<file path="config.mk">
export PLATFORM = sky130hd
export DESIGN_NAME = alu_seq_ctrl_flat
export DESIGN_NICKNAME = d
export VERILOG_FILES = /design/src/rtl/alu_seq_ctrl_pkg.sv /design/src/rtl/alu_seq_ctrl_if.sv /design/src/rtl/alu_seq_ctrl.sv /design/src/flat_wrapper.sv
export SDC_FILE = /design/constraint.sdc
export NUM_CORES = 1
export LEC_CHECK = 0
export CORE_MARGIN = 2
export CORE_UTILIZATION = 50
export DETAILED_ROUTE_END_ITERATION = 6
export DONT_BUFFER_PORTS = 1
export PLACE_DENSITY_LB_ADDON = 0.15
export SETUP_SLACK_MARGIN = 0.2
export SLEW_MARGIN = 20
export SYNTH_ARGS = -nofsm -noshare
export SYNTH_HDL_FRONTEND = slang
export SYNTH_SLANG_ARGS = --single-unit
</file>
<file path="constraint.sdc">
create_clock -name clk -period 3.1 [get_ports clk]
set_input_delay 0.62 -clock clk [delete_from_list [all_inputs] [get_ports clk]]
set_output_delay 0.62 -clock clk [all_outputs]
set_load 0.01 [all_outputs]
</file>
<file path="src/rtl/alu_seq_ctrl_pkg.sv">
// Shared types for the ALU instruction sequencer: operand-source select and opcode layout.
package alu_seq_ctrl_pkg;

   typedef enum logic [1:0] {
      SRC_IMM = 2'd0,
      SRC_REG = 2'd1,
      SRC_MEM = 2'd2
   } data_src_t;

   localparam logic [1:0] SRC_SPECIAL = 2'd3;
   localparam logic [2:0] OP_NOP      = 3'b000;
   localparam logic [2:0] OP_HALT     = 3'b111;

   // Bit layout of an opcode byte, msb first.
   typedef struct packed {
      logic [2:0] op;
      logic [1:0] src;
      logic       wr_cy;
      logic       wr_a;
      logic       cond_z;
   } opcode_t;

endpackage

</file>
<file path="src/rtl/alu_seq_ctrl_if.sv">
// Instruction-stream and memory-read handshake bundle between program memory and the sequencer.
interface alu_seq_ctrl_if;

   logic       instr_valid;
   logic [7:0] instr_data;
   logic       instr_ready;
   logic       mem_req;
   logic [7:0] mem_addr;
   logic       mem_ack;

   modport master (
      input  instr_valid, instr_data, mem_ack,
      output instr_ready, mem_req, mem_addr
   );

   modport slave (
      output instr_valid, instr_data, mem_ack,
      input  instr_ready, mem_req, mem_addr
   );

endinterface

</file>
<file path="src/rtl/alu_seq_ctrl.sv">
// Byte-stream instruction sequencer driving operand select, ALU op and write strobes.
// Optional ALU_SEQ_STALL_CNT_EN adds a saturating stall_cnt output.
module alu_seq_ctrl
   import alu_seq_ctrl_pkg::*;
#(
   parameter int unsigned MEM_TIMEOUT = 15,
   parameter int unsigned CNT_W       = 16
) (
   input  logic             clk,
   input  logic             rst,
   input  logic             start,
   alu_seq_ctrl_if.master   bus,
   input  logic             flag_z,
   output data_src_t        data_src,
   output logic [7:0]       immediate,
   output logic [2:0]       reg_sel,
   output logic [2:0]       op,
   output logic             ce_a,
   output logic             ce_cy,
   output logic             busy,
   output logic             halted,
   output logic             err,
   output logic [CNT_W-1:0] retired_cnt
`ifdef ALU_SEQ_STALL_CNT_EN
   ,
   output logic [CNT_W-1:0] stall_cnt
`endif
);

   localparam int unsigned TMO_W = 8;

   typedef enum logic [2:0] {
      S_IDLE,
      S_FETCH_OP,
      S_FETCH_ARG,
      S_MEM_WAIT,
      S_EXEC,
      S_RETIRE,
      S_HALT
   } state_t;

   state_t           state, state_nxt;
   opcode_t          opc_q, opc_nxt;
   logic [7:0]       arg_q, arg_nxt;
   logic [TMO_W-1:0] tmo_cnt, tmo_nxt;
   logic             accept_c;
   logic             pass_c;

   data_src_t        data_src_nxt;
   logic [7:0]       immediate_nxt;
   logic [2:0]       reg_sel_nxt;
   logic [2:0]       op_nxt;
   logic [7:0]       mem_addr_nxt;
   logic             instr_ready_nxt;
   logic             mem_req_nxt;
   logic             busy_nxt;
   logic             halted_nxt;
   logic             err_nxt;
   logic [CNT_W-1:0] retired_nxt;

   assign accept_c = bus.instr_valid && bus.instr_ready;

   // Strobes must see flag_z of the EXEC cycle itself, so they decode the live state.
   assign pass_c = !opc_q.cond_z || flag_z;
   assign ce_a   = (state == S_EXEC) && opc_q.wr_a  && pass_c;
   assign ce_cy  = (state == S_EXEC) && opc_q.wr_cy && pass_c;

   // Next-state and next-output decode.
   always_comb begin
      state_nxt     = state;
      opc_nxt       = opc_q;
      arg_nxt       = arg_q;
      tmo_nxt       = '0;
      data_src_nxt  = data_src;
      immediate_nxt = immediate;
      reg_sel_nxt   = reg_sel;
      op_nxt        = op;
      mem_addr_nxt  = bus.mem_addr;
      err_nxt       = 1'b0;
      retired_nxt   = retired_cnt;

      unique case (state)
         S_IDLE: begin
            if (start) state_nxt = S_FETCH_OP;
         end
         S_FETCH_OP: begin
            if (accept_c) begin
               opc_nxt = opcode_t'(bus.instr_data);
               if (opc_nxt.src == SRC_SPECIAL) begin
                  if (opc_nxt.op == OP_HALT) begin
                     state_nxt = S_HALT;
                  end else begin
                     state_nxt = S_RETIRE;
                     err_nxt   = (opc_nxt.op != OP_NOP);
                  end
               end else begin
                  state_nxt = S_FETCH_ARG;
               end
            end
         end
         S_FETCH_ARG: begin
            if (accept_c) begin
               arg_nxt = bus.instr_data;
               if (opc_q.src == SRC_MEM) begin
                  state_nxt    = S_MEM_WAIT;
                  mem_addr_nxt = bus.instr_data;
               end else begin
                  state_nxt = S_EXEC;
               end
            end
         end
         S_MEM_WAIT: begin
            if (bus.mem_ack) begin
               state_nxt = S_EXEC;
            end else if (tmo_cnt == TMO_W'(MEM_TIMEOUT - 1)) begin
               // Timed-out instruction is dropped without retiring.
               state_nxt = S_FETCH_OP;
               err_nxt   = 1'b1;
            end else begin
               tmo_nxt = tmo_cnt + TMO_W'(1);
            end
         end
         S_EXEC: begin
            state_nxt = S_RETIRE;
         end
         S_RETIRE: begin
            state_nxt   = S_FETCH_OP;
            retired_nxt = retired_cnt + CNT_W'(1);
         end
         S_HALT: begin
            if (start) state_nxt = S_FETCH_OP;
         end
         default: begin
            state_nxt = S_IDLE;
         end
      endcase

      // Datapath controls change only on entry to EXEC and hold until the next one.
      if (state_nxt == S_EXEC) begin
         data_src_nxt  = data_src_t'(opc_nxt.src);
         op_nxt        = opc_nxt.op;
         immediate_nxt = arg_nxt;
         reg_sel_nxt   = arg_nxt[2:0];
      end

      instr_ready_nxt = (state_nxt == S_FETCH_OP) || (state_nxt == S_FETCH_ARG);
      mem_req_nxt     = (state_nxt == S_MEM_WAIT);
      busy_nxt        = (state_nxt != S_IDLE) && (state_nxt != S_HALT);
      halted_nxt      = (state_nxt == S_HALT);
   end

   // State and registered outputs.
   always_ff @(posedge clk or posedge rst) begin
      if (rst) begin
         state           <= S_IDLE;
         opc_q           <= '0;
         arg_q           <= '0;
         tmo_cnt         <= '0;
         data_src        <= SRC_IMM;
         immediate       <= '0;
         reg_sel         <= '0;
         op              <= '0;
         bus.mem_addr    <= '0;
         bus.instr_ready <= 1'b0;
         bus.mem_req     <= 1'b0;
         busy            <= 1'b0;
         halted          <= 1'b0;
         err             <= 1'b0;
         retired_cnt     <= '0;
      end else begin
         state           <= state_nxt;
         opc_q           <= opc_nxt;
         arg_q           <= arg_nxt;
         tmo_cnt         <= tmo_nxt;
         data_src        <= data_src_nxt;
         immediate       <= immediate_nxt;
         reg_sel         <= reg_sel_nxt;
         op              <= op_nxt;
         bus.mem_addr    <= mem_addr_nxt;
         bus.instr_ready <= instr_ready_nxt;
         bus.mem_req     <= mem_req_nxt;
         busy            <= busy_nxt;
         halted          <= halted_nxt;
         err             <= err_nxt;
         retired_cnt     <= retired_nxt;
      end
   end

`ifdef ALU_SEQ_STALL_CNT_EN
   logic stall_c;

   assign stall_c = (((state == S_FETCH_OP) || (state == S_FETCH_ARG)) && !bus.instr_valid)
                    || (state == S_MEM_WAIT);

   // Cycles lost to an empty instruction stream or to memory latency.
   always_ff @(posedge clk or posedge rst) begin
      if (rst) begin
         stall_cnt <= '0;
      end else if (start && ((state == S_IDLE) || (state == S_HALT))) begin
         stall_cnt <= '0;
      end else if (stall_c && (stall_cnt != '1)) begin
         stall_cnt <= stall_cnt + CNT_W'(1);
      end
   end
`endif

endmodule
</file>
<file path="src/flat_wrapper.sv">
// flat-port wrapper written by rule: the top's interface ports become plain ports
module alu_seq_ctrl_flat import alu_seq_ctrl_pkg::*;
#(
   parameter int unsigned MEM_TIMEOUT = 15,
   parameter int unsigned CNT_W       = 16
)
  (clk, rst, start, flag_z, data_src, immediate, reg_sel, op, ce_a, ce_cy, busy, halted, err, retired_cnt, bus_instr_valid, bus_instr_data, bus_mem_ack, bus_instr_ready, bus_mem_req, bus_mem_addr);
  alu_seq_ctrl_if bus_i ();
  input  logic clk;
  input  logic rst;
  input  logic start;
  input  logic flag_z;
  output data_src_t data_src;
  output logic [7:0] immediate;
  output logic [2:0] reg_sel;
  output logic [2:0] op;
  output logic ce_a;
  output logic ce_cy;
  output logic busy;
  output logic halted;
  output logic err;
  output logic [CNT_W-1:0] retired_cnt;
  input wire logic [$bits(bus_i.instr_valid)-1:0] bus_instr_valid;
  input wire logic [$bits(bus_i.instr_data)-1:0] bus_instr_data;
  input wire logic [$bits(bus_i.mem_ack)-1:0] bus_mem_ack;
  output wire logic [$bits(bus_i.instr_ready)-1:0] bus_instr_ready;
  output wire logic [$bits(bus_i.mem_req)-1:0] bus_mem_req;
  output wire logic [$bits(bus_i.mem_addr)-1:0] bus_mem_addr;
  assign bus_i.instr_valid = bus_instr_valid;
  assign bus_i.instr_data = bus_instr_data;
  assign bus_i.mem_ack = bus_mem_ack;
  assign bus_instr_ready = bus_i.instr_ready;
  assign bus_mem_req = bus_i.mem_req;
  assign bus_mem_addr = bus_i.mem_addr;
  alu_seq_ctrl #(.MEM_TIMEOUT(MEM_TIMEOUT), .CNT_W(CNT_W)) u_core (.clk(clk), .rst(rst), .start(start), .bus(bus_i), .flag_z(flag_z), .data_src(data_src), .immediate(immediate), .reg_sel(reg_sel), .op(op), .ce_a(ce_a), .ce_cy(ce_cy), .busy(busy), .halted(halted), .err(err), .retired_cnt(retired_cnt));
endmodule
</file>
After elaboration in Yosys (flattened, before gate mapping):

Index checks and enable logic that the tools add are counted.

* bitwise gates (word level): 0
* reduce and logical (&&, ||, !) cells: 15
* order comparisons: 0
* div/mod/pow operators: 0
* add/sub/neg operators: 2
* shifts and indexed selects: 0
* mux-type cells: 22
* eq/ne operators: 16
* multipliers: 0

Operators by type and width (number)
* $mux 8: 7
* $mux 3: 7
* $eq 3x3->1 const B: 6
* $pmux 3 s6: 1
* $add 16x1->16 const B: 1
* $eq 3x2->1 const B: 4
* $add 8x1->8 const B: 1
* $eq 8x4->1 const B: 1
* $eq 3x1->1 const B: 2
* $logic_and 1x1->1: 6
* $reduce_bool 3->1: 2
* $mux 1: 5
* $eq 2x2->1 const B: 2
* $logic_not 3->1: 1
* $ne 3x3->1 const B: 1
* $reduce_and 3->1: 1
* $logic_or 1x1->1: 2
* $mux 2: 1
* $pmux 1 s2: 1
* $reduce_and 2->1: 1
* $reduce_or 2->1: 1
* $logic_not 1->1: 1

* bits of input ports: 14
* output and inout bits: 47
* memories kept: 0
* memory bits (writable): 0
* flip-flop bits (word level): 72
* word-level logic and storage cells: 74
* latch bits: 0
* ROM bits: 0

Logic depth before layout (Yosys ltp):

* depth in word-level cells: 7
* mapped depth: 8
* gate-level depth less buffers: 7

Least setup slack after synthesis:

No wires, ideal clock.

* kind: flip-flop to flip-flop
* from: reg u_core.tmo_cnt[0]
* to: reg u_core.data_src[0]
* arrival: 2.199 ns
* cell stages (with the launch flop): 9
* clock period less this slack: 2.324 ns
* data required time: 2.975 ns
* setup time: 0.125 ns
* path buffers: 1
* path slack: 0.776 ns
* path through: dfrtp_1 -> inv_1 -> ha_1 -> nand4b_2 -> o41ai_4 -> o211ai_4 -> nor4b_4 -> buf_8 -> mux2_4

* cells in the longest elaborated chain, start to end: 5

RTL lines
* start, declared: RTL line alu_seq_ctrl.sv:45 `logic [TMO_W-1:0] tmo_cnt, tmo_nxt;`
* start signal, assigned: RTL line alu_seq_ctrl.sv:174 `tmo_cnt <= tmo_nxt;`
* $eq 8x4->1: RTL line alu_seq_ctrl.sv:115 `end else if (tmo_cnt == TMO_W'(MEM_TIMEOUT - 1)) begin`
* $mux 3: RTL line alu_seq_ctrl.sv:115
* $mux 3: RTL line alu_seq_ctrl.sv:113 `if (bus.mem_ack) begin`
* $pmux 3 s6: RTL line alu_seq_ctrl.sv:82 `unique case (state)`
* net u_core.state_nxt[1]: RTL line alu_seq_ctrl.sv:42 `state_t state, state_nxt;`
* $eq 3x3->1: RTL line alu_seq_ctrl.sv:139 `if (state_nxt == S_EXEC) begin`
* end signal, assigned: RTL line alu_seq_ctrl.sv:175 `data_src <= data_src_nxt;`
* end, declared: RTL line alu_seq_ctrl.sv:14 `output data_src_t data_src,`

The timed path passes the listed nets, and every way through them passes these cells.
A chain may end at the register's enable or synchronous reset.

Worst setup path after layout:

* from: reg u_core.state[2]
* to: reg u_core.immediate[2]

* cells in the longest elaborated chain, start to end: 4
* elaborated cells on any way between the ends: 16
* classes of those cells: eq/ne: 7; mux: 7; reduce/logical: 2

RTL lines
* start, declared: RTL line alu_seq_ctrl.sv:42
* start signal, assigned: RTL line alu_seq_ctrl.sv:171 `state <= state_nxt;`
* $eq 3x3->1 (tied with other cells): RTL line alu_seq_ctrl.sv:82
* $reduce_or 2->1 (no source line) / $mux 3 (equally long branches)
* $pmux 3 s6: RTL line alu_seq_ctrl.sv:82
* $eq 3x3->1: RTL line alu_seq_ctrl.sv:139
* end signal, assigned: RTL line alu_seq_ctrl.sv:176 `immediate <= immediate_nxt;`
* end, declared: RTL line alu_seq_ctrl.sv:15 `output logic [7:0] immediate,`

Parallel ways exist; a longest one is shown, timed or not.

==> results.sh <==
export IMPL_critical_path_required_ns=3.32
export IMPL_grtUsageTotal=0.1777
export IMPL_netlist_top_cells_area="dfrtp_1 (57%), mux2_2 (10%), mux2_4 (4.9%), xnor2_1 (2.9%), xor2_1 (2.9%)"
export IMPL_clk_latency_ns=0.33
export IMPL_cts_tree="done"
export IMPL_die_w_um=82.06
export IMPL_yosys_warnings=0
export IMPL_mostFrequentLayoutCell="dfrtp_1"
export IMPL_path_class="reg2reg"
export IMPL_coreArea_um2=5921
export IMPL_dr_pass1_iters=4
export IMPL_synth_cells=228
export IMPL_io_buffers=0
export IMPL_layout_common_cells="dfrtp_1 (69), mux2_2 (28), nor2_1 (15)"
export IMPL_syn_avg_cell_area_um2=13.36
export IMPL_path_max_fanout=13
export IMPL_initial_core_util=0.5146
export IMPL_dieArea_um2=6734
export IMPL_endpoint_kind="flop"
export IMPL_status="completed"
export IMPL_drv_slew=0
export IMPL_async_flop_share=1.000
export IMPL_tightest_slew_ns=0.6637
export IMPL_slew_headroom=0.5541
export IMPL_layout_min_cycle_time_ns=2.287
export IMPL_clkSinkCount=69
export IMPL_antenna_found_initial=0
export IMPL_grt_pass1_wl_um=8645
export IMPL_nets=256
export IMPL_setup_violations=0
export IMPL_drv_cap=0
export IMPL_worstSetupStartpointType="flop"
export IMPL_synth_top_area_share=0.5667
export IMPL_rr_startpoint="u_core.state[2]"
export IMPL_drive_gt1_frac=0.2810
export IMPL_total_power_mw=2.783
export IMPL_max_freq_mhz=437.2
export IMPL_synth_area_um2=3047
export IMPL_cts_resized_gates=0
export IMPL_io_pins=61
export IMPL_clk_pin_slew_worst_paths_ns=0.07
export IMPL_ant_nets=0
export IMPL_htree_levels=3
export IMPL_multi_input_area_um2=1255
export IMPL_syn_num_nets=245
export IMPL_leakagePower_nw=1.522
export IMPL_post_drt_wl_per_cell_um=16.80
export IMPL_die_height_um=82.06
export IMPL_synth_top_area_cell="dfrtp_1"
export IMPL_synthFlopType="dfrtp_1"
export IMPL_syn2layout_area_growth_pct=8.583
export IMPL_rows=28
export IMPL_critPathLaunch="u_core.state[2]"
export IMPL_synth_enable_flop_cells=0
export IMPL_drt_iter0_drc=105
export IMPL_gr_total_overflow=0
export IMPL_min_path_type="in2async"
export IMPL_synth_seq_cells=69
export IMPL_p_per_area_nw_per_um2=841.3
export IMPL_post_cts_setup_buffer_count=0
export IMPL_place_gp_congestion=0.7935
export IMPL_cts_buffers=9
export IMPL_cts_path_max_buffers=2
export IMPL_vdd_drop_max_uv=479.9
export IMPL_arrival_ns=2.50
export IMPL_wirelength_um=5327
export IMPL_clockRootBuffer="clkbuf_8"
export IMPL_num_fill_cells=507
export IMPL_register_area_um2=1727
export IMPL_vias=1727
export IMPL_tns_ns=0
export IMPL_finClkSkew_ns=0.006173
export IMPL_seq_area_frac_synth=0.5667
export IMPL_detail_route_vias_per_cell=5.448
export IMPL_grt_max_degree=39
export IMPL_hpwl_um=3742
export IMPL_hold_buffers=0
export IMPL_final_hold_violation_count=0
export IMPL_finalCritPeriodShare=0.7378
export IMPL_route_detailed_drc=0
export IMPL_yosysUniqueCellTypes=45
export IMPL_antenna_cells=0
export IMPL_rsz0062_at_grt="no"
export IMPL_grt_pass1_vias=1760
## Yosys cell counts (all sizes together) (2+ instances only)
cell and n:
inv 4, and4 2, nand3 9, nor2 15, nand4b 2, mux2 38
nand4 4, nor4 2, ha 3, nor3 4, xnor2 10, buf 6
a21oi 3, and2 4, nand2 14, a221o 2, xor2 10, dfrtp 69
nor2b 4, o21ai 3, nand2b 4
## layout make-up
class / instances / share of cell area
flip-flops and latches: 69 / 0.5219
multi-input cells: 148 / 0.3793
clock buffers: 12 / 0.04690
well taps: 75 / 0.02837
repair buffers: 7 / 0.01589
inverters: 4 / 0.004539
clock inverters: 2 / 0.003026
## report_power, final
group / internal [mW] / switching [mW] / leakage (nW)
combinational: 0.418 / 0.334 / 0.528
sequential: 1.15 / 0.255 / 0.906
clock: 0.323 / 0.305 / 0.0881
total: 1.89 / 0.894 / 1.52
## state kept, by name, indices dropped and copies added (netlist names), 2 cells and up
signal / count
u_core.arg_q: 8
u_core.bus.mem_addr: 8
u_core.data_src: 2
u_core.immediate: 6
u_core.op: 3
u_core.opc_q: 8
u_core.reg_sel: 2
u_core.retired_cnt: 16
u_core.state: 3
u_core.tmo_cnt: 8
## metrics by stage
step / hold slack, ns / area (µm²) / worst slack [ns] / instances / utilization
after floorplan: 0.4681 / 3047 / 0.7401 / 228 / -
after global placement: 0.4785 / 3143 / 0.8188 / 303 / 0.5309
after detailed placement: 0.4840 / 3143 / 0.7856 / 303 / 0.5309
after CTS: 0.2585 / 3308 / 0.7748 / 317 / 0.5587
after global routing: 0.2808 / 3308 / 0.6720 / 317 / 0.5587
final: 0.2477 / 3308 / 0.8127 / 317 / 0.5587
## routing by layer
metal	part of all wire	vias up	global-route usage
li1	-	818	-
met1	0.44	851	0.2174
met2	0.48	48	0.2805
met3	0.067	10	0.05934
met4	0.016	0	0.09000
met5	0	-	0
## critical path, cell delays in order, from the launching register on
cell	delay, ns
dfrtp_1	0.60
and4bb_2	0.31
a31oi_1	0.13
o21ai_0	0.19
nor4b_4	0.28
buf_4	0.29
mux2_2	0.36
## cell families after synthesis
group / Yosys count / synth area share
AND/OR/NAND/NOR: 70 / 0.1359
flip-flops: 69 / 0.5667
AO/OA/AOI/OAI: 17 / 0.05339
adder cells (fa/ha/maj): 3 / 0.01232
XOR/XNOR: 20 / 0.05749
buffers and inverters: 11 / 0.02135
multiplexers: 38 / 0.1528
## final timing paths
path | to | slack, ns | cells past startpoint
hold / removal | u_core.retired_cnt[11] | 0.25 | 2
setup / recovery | u_core.immediate[2] | 0.81 | 6
setup reg to reg | u_core.immediate[2] | 0.81 | 6
hold reg to reg | u_core.arg_q[4] | 0.50 | 1
min in group clk | u_core.opc_q[1] | 0.43 | 1
max in group asynchronous | u_core.bus.mem_addr[0] | 2.49 | 2
Power figures use the tool's default switching activity.
